`config.mk`:
```
export PLATFORM = sky130hd
export DESIGN_NAME = jtframe_joy_cond
export DESIGN_NICKNAME = d
export VERILOG_FILES = /design/src/rtl/jtframe_inputs_pkg.sv /design/src/rtl/jtframe_coin_pulse.sv /design/src/rtl/jtframe_joy_cond.sv
export SDC_FILE = /design/constraint.sdc
export NUM_CORES = 1
export LEC_CHECK = 0
export BUFFER_PORTS_ARGS = -buffer_cell sky130_fd_sc_hd__buf_2
export CAP_MARGIN = 20
export CELL_PAD_IN_SITES_DETAIL_PLACEMENT = 0
export CELL_PAD_IN_SITES_GLOBAL_PLACEMENT = 1
export CORE_MARGIN = 2
export CORE_UTILIZATION = 40
export DETAILED_ROUTE_END_ITERATION = 16
export PLACE_DENSITY_LB_ADDON = 0.12
export SLEW_MARGIN = 20
export SYNTH_ARGS = -nofsm -noshare
export SYNTH_HDL_FRONTEND = slang
export SYNTH_SLANG_ARGS = --single-unit
export TNS_END_PERCENT = 50
```
`constraint.sdc`:
```
create_clock -name clk -period 1.7 [get_ports clk]
set_input_delay 0.255 -clock clk [delete_from_list [all_inputs] [get_ports clk]]
set_output_delay 0.255 -clock clk [all_outputs]
set_load 0.02 [all_outputs]
```
`src/rtl/jtframe_inputs_pkg.sv`:
```
// Shared definitions for the player-input conditioner: stick bit layout,
// coin FSM and autofire phase encodings, and the stick rotation helper.
package jtframe_inputs_pkg;

  localparam int RIGHT = 0;
  localparam int LEFT  = 1;
  localparam int DOWN  = 2;
  localparam int UP    = 3;
  localparam int BTN0  = 4;

  typedef enum logic [1:0] {IDLE, PULSE, GAP, WAIT} coin_st_t;
  typedef enum logic       {PRESS, RELEASE}         af_phase_t;

  // Remaps the four direction bits of one player for a cabinet turned 90 degrees.
  function automatic logic [3:0] rotate_dirs(input logic [3:0] d,
                                             input logic       en,
                                             input logic       ccw);
    logic [3:0] r;
    r = d;
    if (en) begin
      if (ccw) begin
        r[RIGHT] = d[DOWN];
        r[LEFT]  = d[UP];
        r[UP]    = d[RIGHT];
        r[DOWN]  = d[LEFT];
      end else begin
        r[RIGHT] = d[UP];
        r[LEFT]  = d[DOWN];
        r[DOWN]  = d[RIGHT];
        r[UP]    = d[LEFT];
      end
    end
    return r;
  endfunction

endpackage

```
`src/rtl/jtframe_coin_pulse.sv`:
```
// One coin key shaper: a press edge gives a single low pulse of COIN_FRAMES
// frames, followed by a dead time, and waits for the key to be released.
module jtframe_coin_pulse
  import jtframe_inputs_pkg::*;
#(
  parameter int COIN_FRAMES = 3
) (
  input  logic clk,
  input  logic rst,
  input  logic downloading,
  input  logic tick,
  input  logic coin_in,
  output logic coin_out
);

  localparam int             CW       = $clog2(COIN_FRAMES + 1);
  localparam logic [CW-1:0]  CNT_LAST = CW'(COIN_FRAMES - 1);

  coin_st_t       st_q, st_d;
  logic [CW-1:0]  cnt_q, cnt_d;
  logic           prev_q;
  logic           press;

  assign press = ~coin_in & prev_q;

  // NOTE: reset is sampled on the clock edge; state registers use <= so every
  // flop in the design updates from the same pre-edge values.
  always_ff @(posedge clk) begin
    if (rst) begin
      st_q   <= IDLE;
      cnt_q  <= '0;
      prev_q <= 1'b1;
    end else begin
      st_q   <= st_d;
      cnt_q  <= cnt_d;
      prev_q <= coin_in;
    end
  end

  // NOTE: every output of this block is given a default first, so no path
  // through the case can leave a latch behind.
  always_comb begin
    st_d  = st_q;
    cnt_d = cnt_q;
    if (downloading) begin
      st_d  = IDLE;
      cnt_d = '0;
    end else begin
      case (st_q)
        IDLE: if (press) begin
          st_d  = PULSE;
          cnt_d = '0;
        end
        PULSE, GAP: if (tick) begin
          if (cnt_q >= CNT_LAST) begin
            st_d  = (st_q == PULSE) ? GAP : WAIT;
            cnt_d = '0;
          end else begin
            cnt_d = cnt_q + CW'(1);
          end
        end
        WAIT: if (coin_in) st_d = IDLE;
        default: st_d = IDLE;
      endcase
    end
  end

  assign coin_out = (st_q != PULSE);

endmodule

```
`src/rtl/jtframe_joy_cond.sv`:
```
// Player-input conditioner: registered sticks/starts with optional rotation and
// per-button autofire, shaped coin pulses, and all-idle outputs during download.
module jtframe_joy_cond
  import jtframe_inputs_pkg::*;
#(
  parameter int PLAYERS     = 2,
  parameter int BUTTONS     = 2,
  parameter int COIN_FRAMES = 3,
  parameter int AF_FRAMES   = 4
) (
  input  logic                           clk,
  input  logic                           rst,
  input  logic                           LVBL,
  input  logic                           downloading,
  input  logic                           rot_en,
  input  logic                           rot_ccw,
  input  logic [BUTTONS-1:0]             af_mask,
  input  logic [PLAYERS*(BUTTONS+4)-1:0] joy_in,
  input  logic [PLAYERS-1:0]             coin_in,
  input  logic [PLAYERS-1:0]             start_in,
  output logic [PLAYERS*(BUTTONS+4)-1:0] joy_out,
  output logic [PLAYERS-1:0]             coin_out,
  output logic [PLAYERS-1:0]             start_out
);

  localparam int            JOYW    = BUTTONS + 4;
  localparam int            AW      = $clog2(AF_FRAMES + 1);
  localparam logic [AW-1:0] AF_LAST = AW'(AF_FRAMES - 1);

  logic               lvbl_q, tick_q;
  logic [PLAYERS-1:0] start_q;

  // lvbl_q resets low so a frame already in blank after reset is not a tick.
  always_ff @(posedge clk) begin
    if (rst) begin
      lvbl_q <= 1'b0;
      tick_q <= 1'b0;
    end else begin
      lvbl_q <= LVBL;
      tick_q <= lvbl_q & ~LVBL;
    end
  end

  always_ff @(posedge clk) begin
    if (rst || downloading) start_q <= '1;
    else                    start_q <= start_in;
  end

  assign start_out = start_q;

  for (genvar p = 0; p < PLAYERS; p++) begin : g_player
    logic [3:0]         dir_in, dir_rot;
    logic [BUTTONS-1:0] btn_in, btn_d;
    logic               held;
    logic [AW-1:0]      af_cnt_q, af_cnt_d;
    af_phase_t          af_phase_q, af_phase_d;
    logic [JOYW-1:0]    joy_q;

    assign dir_in  = joy_in[p*JOYW +: 4];
    assign btn_in  = joy_in[p*JOYW+BTN0 +: BUTTONS];
    assign dir_rot = rotate_dirs(dir_in, rot_en, rot_ccw);
    assign held    = |(af_mask & ~btn_in);
    assign btn_d   = btn_in | (af_mask & {BUTTONS{af_phase_q == RELEASE}});

    always_comb begin
      af_cnt_d   = af_cnt_q;
      af_phase_d = af_phase_q;
      if (!held) begin
        af_cnt_d   = '0;
        af_phase_d = PRESS;
      end else if (tick_q) begin
        if (af_cnt_q >= AF_LAST) begin
          af_cnt_d   = '0;
          af_phase_d = (af_phase_q == PRESS) ? RELEASE : PRESS;
        end else begin
          af_cnt_d = af_cnt_q + AW'(1);
        end
      end
    end

    always_ff @(posedge clk) begin
      if (rst || downloading) begin
        joy_q      <= '1;
        af_cnt_q   <= '0;
        af_phase_q <= PRESS;
      end else begin
        joy_q      <= {btn_d, dir_rot};
        af_cnt_q   <= af_cnt_d;
        af_phase_q <= af_phase_d;
      end
    end

    assign joy_out[p*JOYW +: JOYW] = joy_q;

    jtframe_coin_pulse #(.COIN_FRAMES(COIN_FRAMES)) u_coin (
      .clk         (clk),
      .rst         (rst),
      .downloading (downloading),
      .tick        (tick_q),
      .coin_in     (coin_in[p]),
      .coin_out    (coin_out[p])
    );
  end

endmodule

```
==> results.yml, run 1 <==
power_and_ir_drop:
  p_per_area_nw_per_um2: 822
  comb_power_share: 0.173
  p_clk_frac: 0.325
  p_leak_nw: 0.809
  power.total_mw: 1.67
  sw_frac_of_total: 0.251
  p_sw_mw: 0.418
  vdd_ir_drop_max_uv: 474
  sequentialPowerShare: 0.502
  power.internal_mw: 1.25
critical_path:
  cp_slowest_cell: "a2111oi_4"
  crit_type: "flip-flop to flip-flop"
  cp_num_buf_inv: 1
  endpoint_kind: "flip-flop"
  crit_arrival_ns: 1.81
  path_max_fanout: 6
  crit_path_start_kind: "flip-flop"
  cp_top_family: "compound AO/OA/AOI/OAI gates"
  worstPathCellList: "inv_1 > ha_2 > nor2b_1 > a2111oi_4 > mux2i_1"
  worstPathRequired_ns: 1.91
  slowest_delay_ns: 0.39
die:
  start_util: 0.421
  fp-row-count: 23
  dieHeight_um: 69.1
  num_io_pins: 40
  dieArea_um2: 4780
  core_area_um2: 4030
  die_w_um: 69.1
finish:
  nets: 243
  area_growth_pct: 19.5
  multi_input_area_um2: 953
  n_fill_cell: 397
  fin_cells: 259
  design_area_um2: 2030
  drive_above_1_share: 0.354
  diodes: 0
  ff_latch_area_um2: 683
route:
  num_vias: 1261
  drtIter0Drc: 21
  antenna_left: 0
  wl_per_cell_um: 12.4
  routed_wl_mm: 3.21
  drc: 0
  first_pass_iters: 3
  vias_per_cell: 4.87
sta:
  slew_headroom: 0.772
  period_minus_slack_ns: 1.60
  slew_violations: 0
  worstMarginPinSlew_ns: 0.343
  rsz0062_at_grt: "no"
  final-setup-viol-count: 0
  totalNegativeSetupSlack_ns: 0
  min_period_over_period: 0.941
  hold_viol_final: 0
  skew_ns: 0.00573
  setup_slack_ns: 0.101
  max_clock_freq_mhz: 625
status:
  status: "complete, no violations"
global_route:
  grt_usage: 0.142
  grt_start_max_net_pins: 21
  grt_pass1_vias: 1269
  globalRouteOverflowTotal: 0
  antenna_found_initial: 0
  grt_pass1_wl_mm: 5.54
placement:
  dpl_cell_area_um2: 1930
  dp_slack_ns: 0.0380
  portBuffers: 39
  place_congestion: 0.758
  hpwl_mm: 2.46
  dpl.cell_count: 252
synthesis:
  synthCells: 168
  synth_seq_cells: 34
  synthesis.nets: 202
  yosys.area_share.simple: 0.184
  synth-xor-area-share: 0.0103
  ys_seq_area_frac: 0.401
  synth_warnings: 0
  synth_adder_area_share: 0.0737
  syn_area_per_cell_um2: 10.1
  synth.distinct_cells: 29
  syn-cell-area_um2: 1700
  synth_top_family_by_area: "simple AND/OR/NAND/NOR gates"
  synth-edff-count: 0
  ys.flop_type: "dfxtp_1"
  synth_compound_area_frac: 0.111
  muxShareOfSynthArea: 0.171
  async_reset_ff_frac: 0
clocking:
  postCtsSetupBuffers: 0
  numCtsBuffers: 5
  clockRootBuffer: "clkbuf_8"
  cts_buffer_depth: 2
  insertion_delay_ns: 0.28
  cts_tree: "built"
  path_clk_slew_ns: 0.06
  clkSinkCount: 34
  cts_max_level: 2
job:
  drv_cap: 0
hold_path:
  hold_path.class: "input pin to flip-flop"
[power groups by stage]
stage | logic [mW] | clock network, mW | registers, mW
2_1_floorplan | 0.189 | 0 | 0.871
3_3_place_gp | 0.276 | 0 | 0.852
3_5_place_dp | 0.281 | 0 | 0.853
4_1_cts | 0.282 | 0.565 | 0.835
5_1_grt | 0.315 | 0.603 | 0.838
6_report | 0.289 | 0.541 | 0.836
[sequential cells by signal, indices dropped and copies added (netlist names)]
name	flops
g_player.joy_q	12
g_player.af_cnt_q	6
g_player.u_coin.cnt_q	4
g_player.u_coin.st_q	4
g_player.af_phase_q	2
g_player.u_coin.prev_q	2
start_out	2
lvbl_q	1
tick_q	1
[Yosys cell counts, drive strengths merged (4+ instances only)]
| cell | number | area (µm²) |
|---|---|---|
| mux2i | 20 | 200 |
| or3 | 4 | 25.0 |
| o21ai | 4 | 20.0 |
| mux2 | 8 | 90.1 |
| nor2 | 9 | 36.3 |
| nand2 | 24 | 90.1 |
| buf | 7 | 46.3 |
| a211oi | 6 | 65.1 |
| inv | 9 | 33.8 |
| ha | 10 | 125 |
| nor2b | 11 | 83.8 |
| a21oi | 6 | 30.0 |
| dfxtp | 34 | 681 |
[final timing paths]
path                              startpoint                          to  slack (ns)  depth (start not counted)
hold reg to reg                       lvbl_q                      tick_q        0.45                          1
setup reg to reg  g_player[1].u_coin.st_q[0]  g_player[1].u_coin.st_q[1]        0.10                          5
hold / removal                          LVBL                      tick_q        0.14                          2
setup / recovery  g_player[1].u_coin.st_q[0]  g_player[1].u_coin.st_q[1]        0.10                          5
[placed cells by master, fill, tap and decap left out, types with 3 or more instances in the layout]
cell type / synthesis / routed
a211oi_2: 4 / 4
a21oi_1: 6 / 6
buf_2: 4 / 39
buf_4: 2 / 3
clkbuf_8: 0 / 5
dfxtp_1: 34 / 32
ha_1: 10 / 8
inv_1: 8 / 8
mux2_2: 8 / 8
mux2i_1: 20 / 20
nand2_1: 24 / 24
nor2_1: 8 / 8
nor2b_1: 9 / 9
o21ai_0: 4 / 4
or3_1: 4 / 4
[kinds of logic (layout without fill, tap and decap cells)]
| logic type | count (synthesis) | in the layout |
|---|---|---|
| simple gates | 57 | 57 |
| flops | 34 | 34 |
| buf+inv | 17 | 58 |
| fa+ha+maj | 10 | 10 |
| mux | 28 | 28 |
| xor+xnor | 2 | 2 |
| compound gates | 20 | 20 |
[timing repair]
action	4_1_cts	5_1_grt
resized for setup	0	5
hold buffers	0	0
endpoints found under the setup margin	0	5
endpoints found under the hold margin	0	0
[through the flow]
step / utilization / hold slack [ns]
final: 0.503 / 0.142
after global routing: 0.503 / 0.145
after CTS: 0.497 / 0.137
after detailed placement: 0.478 / 0.436
after global placement: 0.478 / 0.435
after floorplan: - / 0.327
[routing by layer]
metal / share of wire / vias to the layer above / routed length, µm / GRT usage
met5: 0 / - / 0 / 0
met1: 0.44 / 592 / 1410 / 0.165
met2: 0.52 / 15 / 1670 / 0.244
met4: 0.0053 / 0 / 17 / 0.0392
met3: 0.034 / 2 / 108 / 0.0541
li1: - / 652 / - / -
[final cells by class]
class / instances / share of cell area
timing repair buffer: 42 / 0.107
inverter: 9 / 0.0167
multi-input combinational: 117 / 0.470
clock buffer: 7 / 0.0377
sequential: 34 / 0.337
tap: 50 / 0.0309
(Power assumes the default switching activity.)
==> run 2, diff against run 1 <==
Settings changed: SETUP_SLACK_MARGIN set to 0.2.
==> run 2 against run 1 <==
Fmax is 7.2% higher. Sequential share of layout area is 1.3 points lower. Wire length is 4.4% higher. Global-route usage is 0.91 points higher. Critical endpoint unchanged. Setup slack better by 0.11 ns. Via count is 2.7% higher. Non-clock buffer count is 6 higher. Sequential power hardly changed. Die area stayed put.
==> results.yml, run 2 (same netlist as run 1, synthesis figures left out) <==
status:
  status: "complete, no violations"
route:
  antenna_left: 0
  first_pass_iters: 3
  wl_per_cell_um: 12.7
  drtIter0Drc: 33
  vias_per_cell: 4.91
  num_vias: 1295
  drc: 0
  routed_wl_mm: 3.35
critical_path:
  path_max_fanout: 4
  cp_num_buf_inv: 1
  slowest_delay_ns: 0.44
  endpoint_kind: "flip-flop"
  worstPathCellList: "inv_2 > ha_4 > nor2b_4 > a2111oi_4 > mux2i_1"
  worstPathRequired_ns: 1.90
  cp_slowest_cell: "a2111oi_4"
  crit_arrival_ns: 1.70
  cp_top_family: "compound AO/OA/AOI/OAI gates"
  crit_type: "flip-flop to flip-flop"
  crit_path_start_kind: "flip-flop"
placement:
  dpl.cell_count: 253
  portBuffers: 39
  hpwl_mm: 2.66
  place_congestion: 0.720
  dpl_cell_area_um2: 1950
power_and_ir_drop:
  power.total_mw: 1.71
  p_leak_nw: 0.847
  vdd_ir_drop_max_uv: 496
  p_per_area_nw_per_um2: 807
clocking:
  insertion_delay_ns: 0.27
  cts_buffer_depth: 2
  cts_max_level: 2
  clockRootBuffer: "clkbuf_8"
  path_clk_slew_ns: 0.06
  clkSinkCount: 34
  cts_tree: "built"
  numCtsBuffers: 5
  cts_hold_buf: 0
sta:
  worstMarginPinSlew_ns: 0.447
  slew_headroom: 0.702
  totalNegativeSetupSlack_ns: 0
  skew_ns: 0.00478
  rsz0062_at_grt: "yes"
  hold_viol_final: 0
  slew_violations: 0
  final-setup-viol-count: 0
  max_clock_freq_mhz: 670
  period_minus_slack_ns: 1.49
  min_period_over_period: 0.878
finish:
  reg.largest.list: "g_player.joy_q: 12 flops, g_player.af_cnt_q: 6 flops"
  design_area_um2: 2120
  final_util: 0.526
  diodes: 0
  nets: 249
  layout_common_cells: "39 x buf_2, 29 x dfxtp_1, 24 x nand2_1"
  largest_reg_flops: 12
  drive_above_1_share: 0.439
  regMostFlops: "g_player.joy_q"
  fin_cells: 264
  layout_commonest_cell: "buf_2"
  area_growth_pct: 25.0
global_route:
  grt_start_max_net_pins: 14
  antenna_found_initial: 0
  grt_pass1_vias: 1330
  grt_usage: 0.151
  grt_pass1_wl_mm: 5.83
  globalRouteOverflowTotal: 0
die:
  start_util: 0.421
  dieArea_um2: 4780
  dieHeight_um: 69.1
  core_area_um2: 4030
  num_io_pins: 40
  fp-row-count: 23
  die_w_um: 69.1
hold_path:
  hold_path.class: "input pin to flip-flop"
job:
  drv_cap: 0
## run 2: worst paths after layout
check / slack, ns / to / cells past startpoint / startpoint
max: 0.21 / g_player[1].u_coin.st_q[1] / 5 / g_player[1].u_coin.st_q[0]
min: 0.15 / start_out[0] / 2 / start_in[0]
max reg2reg: 0.21 / g_player[1].u_coin.st_q[1] / 5 / g_player[1].u_coin.st_q[0]
min reg2reg: 0.46 / tick_q / 1 / lvbl_q
## run 2: metrics by stage
step	setup WS, ns	hold WS, ns
floorplan	0.182	0.327
global placement	0.141	0.434
detailed placement	0.0745	0.435
CTS	0.185	0.141
global route	0.125	0.146
finish	0.208	0.152
## run 2: where the power goes
part / leakage [nW] / internal, mW / switching [mW] / total, mW
clock: 0.0431 / 0.312 / 0.250 / 0.562
combinational: 0.524 / 0.159 / 0.156 / 0.315
sequential: 0.280 / 0.824 / 0.0116 / 0.836
## run 2: final cells by class
type	instances	area, µm²
Clock buffer	6	82.6
Multi-Input combinational cell	117	992
Fill cell	387	1910
Sequential cell	34	687
Inverter	9	33.8
Timing Repair Buffer	48	263
Tap cell	50	62.6
## run 2: what timing repair did
item                                    4_1_cts  5_1_grt
setup buffers                                 4        1
hold endpoints to repair                      0        0
endpoints found under the setup margin        8        7
gates resized for setup                      12        6
pin swaps                                     4        7
## run 2: layer usage
layer  global-route usage  vias up  part of all wire
met5                    0        -                 0
met4               0.0632        0             0.024
met3               0.0687        9             0.070
met2                0.262       35              0.49
met1                0.158      586              0.42
li1                     -      665                 -
